**config.mk**
```make
export PLATFORM = sky130hd
export DESIGN_NAME = spi_boot_loader
export DESIGN_NICKNAME = d
export VERILOG_FILES = /design/src/rtl/spi_boot_loader.sv
export SDC_FILE = /design/constraint.sdc
export NUM_CORES = 1
export LEC_CHECK = 0
export CORE_UTILIZATION = 39
export DETAILED_ROUTE_END_ITERATION = 8
export PLACE_DENSITY_LB_ADDON = 0.15
export SKIP_CTS_REPAIR_TIMING = 1
export SLEW_MARGIN = 25
export SYNTH_ARGS = -nofsm -noshare
export SYNTH_HDL_FRONTEND = slang
export SYNTH_SLANG_ARGS = --single-unit
```
**constraint.sdc**
```tcl
create_clock -name i_clk -period 4.2 [get_ports i_clk]
set_input_delay 0.84 -clock i_clk [delete_from_list [all_inputs] [get_ports i_clk]]
set_output_delay 0.84 -clock i_clk [all_outputs]
set_load 0.02 [all_outputs]
```
**src/rtl/spi_boot_loader.sv**
```systemverilog
// Boot-time copier: reads the image from a SPI EEPROM with a single READ at
// address 0 and writes it word by word into the parallel SRAM. When the copy
// is complete it raises a sticky booted flag. Every output is registered.
module spi_boot_loader #(
   parameter int CLK_DIV    = 4,
   parameter int WORD_COUNT = 32768
) (
   input  logic        i_clk,
   input  logic        i_rstn,
   input  logic        i_spiMISO,
   output logic        o_spiMOSI,
   output logic        o_spiCLK,
   output logic        o_spiCSn,
   output logic [15:0] o_memAddr,
   output logic [15:0] o_memData,
   output logic        o_memWr,
   output logic        o_memEn,
   output logic        o_isBusy,
   output logic        o_isBooted
);

   typedef enum logic [2:0] {IDLE, SETUP, CMD, DATA, FINISH, DONE} state_t;

   localparam int              DW        = (CLK_DIV > 1) ? $clog2(CLK_DIV) : 1;
   localparam logic [DW-1:0]   DIV_LAST  = DW'(CLK_DIV - 1);
   localparam logic [15:0]     LAST_WORD = 16'(WORD_COUNT - 1);
   localparam logic [23:0]     READ_CMD  = 24'h030000;  // opcode 0x03, address 0x0000

   state_t        state, nxt_state;
   logic [DW-1:0] div_cnt, nxt_div;
   logic          phase_hi, nxt_phase_hi;
   logic [4:0]    bit_cnt, nxt_bit, bit_inc;
   logic [15:0]   rx_words, nxt_rx;
   logic [15:0]   shift, nxt_shift;
   logic          wr_pend, nxt_wr_pend;
   logic          csn, nxt_csn, sclk, nxt_sclk, mosi, nxt_mosi;
   logic [15:0]   mem_addr, nxt_mem_addr, mem_data, nxt_mem_data;
   logic          mem_wr, nxt_mem_wr, mem_en, nxt_mem_en;
   logic          busy, nxt_busy, booted, nxt_booted;
   logic          tick;

   assign tick    = (div_cnt == DIV_LAST);
   assign bit_inc = bit_cnt + 5'd1;

   // Next-state and next-output logic; every output is the register of a value computed here.
   always_comb begin
      nxt_state    = state;
      nxt_div      = div_cnt;
      nxt_phase_hi = phase_hi;
      nxt_bit      = bit_cnt;
      nxt_rx       = rx_words;
      nxt_shift    = shift;
      nxt_wr_pend  = 1'b0;
      nxt_csn      = csn;
      nxt_sclk     = sclk;
      nxt_mosi     = mosi;
      nxt_mem_addr = mem_addr;
      nxt_mem_data = mem_data;
      nxt_mem_wr   = 1'b0;
      nxt_mem_en   = 1'b0;
      nxt_busy     = busy;
      nxt_booted   = booted;

      // A completed word is written one cycle after its last sample; rx_words
      // has not yet advanced at that point for any CLK_DIV, so it is the index.
      if (wr_pend) begin
         nxt_mem_wr   = 1'b1;
         nxt_mem_en   = 1'b1;
         nxt_mem_addr = rx_words;
         nxt_mem_data = shift;
      end

      if (state inside {SETUP, CMD, DATA, FINISH})
         nxt_div = tick ? '0 : div_cnt + DW'(1);

      case (state)
         IDLE: begin
            nxt_state = SETUP;
            nxt_csn   = 1'b0;
            nxt_busy  = 1'b1;
            nxt_div   = '0;
         end
         SETUP: begin
            if (tick) begin
               nxt_state    = CMD;
               nxt_phase_hi = 1'b0;
               nxt_bit      = 5'd0;
               nxt_mosi     = READ_CMD[23];
            end
         end
         CMD, DATA: begin
            if (tick) begin
               if (!phase_hi) begin
                  // End of low phase: raise SCLK and sample MISO on the same edge.
                  nxt_sclk     = 1'b1;
                  nxt_phase_hi = 1'b1;
                  nxt_shift    = {shift[14:0], i_spiMISO};
                  nxt_wr_pend  = (state == DATA) && (bit_cnt == 5'd15);
               end else begin
                  // End of high phase: drop SCLK and present the next MOSI bit.
                  nxt_sclk     = 1'b0;
                  nxt_phase_hi = 1'b0;
                  if (state == CMD) begin
                     if (bit_cnt == 5'd23) begin
                        nxt_state = DATA;
                        nxt_bit   = 5'd0;
                        nxt_mosi  = 1'b0;
                     end else begin
                        nxt_bit  = bit_inc;
                        nxt_mosi = READ_CMD[5'd23 - bit_inc];
                     end
                  end else if (bit_cnt == 5'd15) begin
                     nxt_bit = 5'd0;
                     nxt_rx  = rx_words + 16'd1;
                     if (rx_words == LAST_WORD)
                        nxt_state = FINISH;
                  end else begin
                     nxt_bit = bit_inc;
                  end
               end
            end
         end
         FINISH: begin
            if (tick) begin
               nxt_state  = DONE;
               nxt_csn    = 1'b1;
               nxt_busy   = 1'b0;
               nxt_booted = 1'b1;
            end
         end
         default: ;  // DONE is terminal until reset
      endcase
   end

   // State and output registers; reset forces every output immediately.
   always_ff @(posedge i_clk or negedge i_rstn) begin
      if (!i_rstn) begin
         state    <= IDLE;
         div_cnt  <= '0;
         phase_hi <= 1'b0;
         bit_cnt  <= 5'd0;
         rx_words <= 16'd0;
         shift    <= 16'd0;
         wr_pend  <= 1'b0;
         csn      <= 1'b1;
         sclk     <= 1'b0;
         mosi     <= 1'b0;
         mem_addr <= 16'd0;
         mem_data <= 16'd0;
         mem_wr   <= 1'b0;
         mem_en   <= 1'b0;
         busy     <= 1'b0;
         booted   <= 1'b0;
      end else begin
         state    <= nxt_state;
         div_cnt  <= nxt_div;
         phase_hi <= nxt_phase_hi;
         bit_cnt  <= nxt_bit;
         rx_words <= nxt_rx;
         shift    <= nxt_shift;
         wr_pend  <= nxt_wr_pend;
         csn      <= nxt_csn;
         sclk     <= nxt_sclk;
         mosi     <= nxt_mosi;
         mem_addr <= nxt_mem_addr;
         mem_data <= nxt_mem_data;
         mem_wr   <= nxt_mem_wr;
         mem_en   <= nxt_mem_en;
         busy     <= nxt_busy;
         booted   <= nxt_booted;
      end
   end

   assign o_spiCSn   = csn;
   assign o_spiCLK   = sclk;
   assign o_spiMOSI  = mosi;
   assign o_memAddr  = mem_addr;
   assign o_memData  = mem_data;
   assign o_memWr    = mem_wr;
   assign o_memEn    = mem_en;
   assign o_isBusy   = busy;
   assign o_isBooted = booted;

endmodule

```
==> metrics.yaml <==
regToRegEndpoint: "rx_words[9]"
fp.dieH_um: 96.0
worstMarginPinSlew_ps: 748
grtUsageMet1_pct: 21.7
grt_pass1_vias: 2116
synth_cell_types: 42
hold_viol_final: 0
drtIter0Drc: 94
synth-seq-cells: 82
dieWidth_um: 96.0
cts_tree: "built"
grt_pass1_wl_um: 10500
yosys.area.top_type: "dfrtp_1"
yosysTopAreaCellShare_pct: 58.9
dieArea_um2: 9210
met3_usage_pct: 4.74
nets: 312
ys_warn_count: 0
ir_drop_mv: 0.158
htreeDepth: 3
endpoint_kind: "output port"
post_drt_via_cell_ratio: 5.04
ys_seq_area_share_pct: 59.6
grt_max_degree: 83
grt_setup_unrepaired: "no"
antenna_found_initial: 0
fillers: 763
vias: 2086
initial_core_util_pct: 41.1
r2r_start: "bit_cnt[0]"
core_area_um2: 8380
required_ps: 3360
synthTopCellsByArea: "dfrtp_1 (59%), mux2_2 (16%), xor2_1 (2.3%), nand2_1 (2.2%), xnor2_1 (2.0%)"
skew_ps: 10.7
clk_latency_ps: 350
syn_avg_cell_area_um2: 13.1
reg2reg_slack_ps: 1990
drive_gt1_share_pct: 25.2
startpoint_type: "flop"
grt_usage_pct: 15.1
slew_headroom_pct: 50.1
whs_path_depth: 1
hold_path.class: "flop to flop"
drv_cap: 0
fmax_mhz: 432
min_period_ps: 2320
postRouteAntennaNets: 0
diodes: 0
use_met2_pct: 21.2
boundaryPins: 42
holdPathEnd: "o_isBusy"
fin_hold_ws_ps: 485
min-delay-start: "o_isBusy"
final_cell_mix: "dfrtp_1 (81), mux2_2 (49), clkdlybuf4s50_1 (40)"
clock_sinks: 82
period_share_pct: 55.2
final_common_cell: "dfrtp_1"
cts.clk_slew.worst_paths_ps: 80
first_pass_iters: 4
setup_tns_ps: 0
floorplan.rows: 33
synthCells: 263
path_delay_family: "buffers and inverters"
path_max_fanout: 2
powerDensity_nw_per_um2: 340
reg2reg_depth: 8
numCtsBuffers: 9
leakage_nw: 1.92
dp_hpwl_um: 3790
top_usage_layer: "met1"
syn-cell-area_um2: 3440
root_buffer: "clkbuf_8"
wl_per_cell_um: 14.6
crit_slowest_cell: "clkdlybuf4s50_1"
cp_num_buf_inv: 1
overflow: 0
crit_chain: "clkdlybuf4s50_1"
slew_viol_final: 0
worst-setup-path-type: "flop to output port"
wirelength_um: 6060
crit_arrival_ps: 1480
outcome: "completed"
syn2layout_area_growth_pct: 20.7
slowest_delay_ps: 590
cts_buffer_depth: 2
port_buffers: 41
gp_congestion: 0.802
drc: 0
setup_violations: 0
synth_nets: 271
## logic make-up after synthesis
group	Yosys count	synth area share (%)
XOR/XNOR	17	4.32
adder cells (fa/ha/maj)	5	1.82
AND/OR/NAND/NOR	63	9.59
AO/OA/AOI/OAI	29	6.14
flip-flops	82	59.6
buffers and inverters	17	2.03
multiplexers	50	16.5
## layer usage
| metal | wire (um) | vias to the layer above |
|---|---|---|
| met5 | 0 | - |
| met1 | 3160 | 1044 |
| met4 | 54 | 0 |
| li1 | - | 1004 |
| met3 | 269 | 4 |
| met2 | 2570 | 34 |
## cell usage after synthesis (all sizes together)
cell type and instances:
o221ai 1, nor3 5, dfstp 1, nand2 21, nand2b 5, and3 7
ha 5, a32o 2, a31oi 1, a21oi 4, o32ai 1, nor3b 1
a21bo 1, clkbuf 7, nor2 7, inv 4, o21ai 9, nand4b 1
o22ai 2, a22o 1, or3 1, nand3b 2, xor2 9, and2 1
a21o 3, o31ai 1, a31o 2, buf 6, nand3 6, dfrtp 81
a2bb2oi 1, mux2 50, or4b 1, nand4 2, nor2b 3, xnor2 8
## registers in the layout, summed over array words and instances (netlist names)
signal,cells
o_memAddr,16
o_memData,16
rx_words,16
shift,16
bit_cnt,5
state,3
div_cnt,2
o_isBooted,1
o_isBusy,1
o_memEn,1
o_spiCLK,1
o_spiCSn,1
o_spiMOSI,1
phase_hi,1
wr_pend,1
## worst max path at each step
stage                      from      endpoint  depth (start not counted)
global placement     bit_cnt[0]  rx_words[12]                          8
global route         bit_cnt[0]  rx_words[12]                          8
finish                 o_spiCSn      o_spiCSn                          1
detailed placement   bit_cnt[0]  rx_words[12]                          8
CTS                    o_spiCSn      o_spiCSn                          1
floorplan           rx_words[8]      state[0]                          5
## stage by stage
stage	utilization (%)	total power [mW]	cells	setup WS (ps)	area [um^2]
6_report	49.6	1.41	414	1880	4160
5_1_grt	49.6	1.47	414	1750	4160
4_1_cts	49.5	1.44	414	1860	4150
3_5_place_dp	47.0	0.830	398	2020	3940
3_3_place_gp	47.0	0.830	398	2070	3940
2_1_floorplan	-	0.812	263	2200	3440
## power breakdown
part	internal, mW	leakage (nW)	switching (mW)
clock network	0.297	0.103	0.301
logic	0.00385	0.719	0.0152
registers	0.792	1.10	0.00216
total	1.09	1.92	0.318
## area by class of cell
type | instances | area (um^2) | area share (%)
Clock buffer | 10 | 138 | 3.31
Clock inverter | 6 | 72.6 | 1.75
Tap cell | 105 | 131 | 3.16
Timing Repair Buffer | 43 | 427 | 10.3
Sequential cell | 82 | 2050 | 49.4
Multi-Input combinational cell | 164 | 1320 | 31.8
Inverter | 4 | 15.0 | 0.361
No activity file was read; power rests on OpenSTA's default activity.
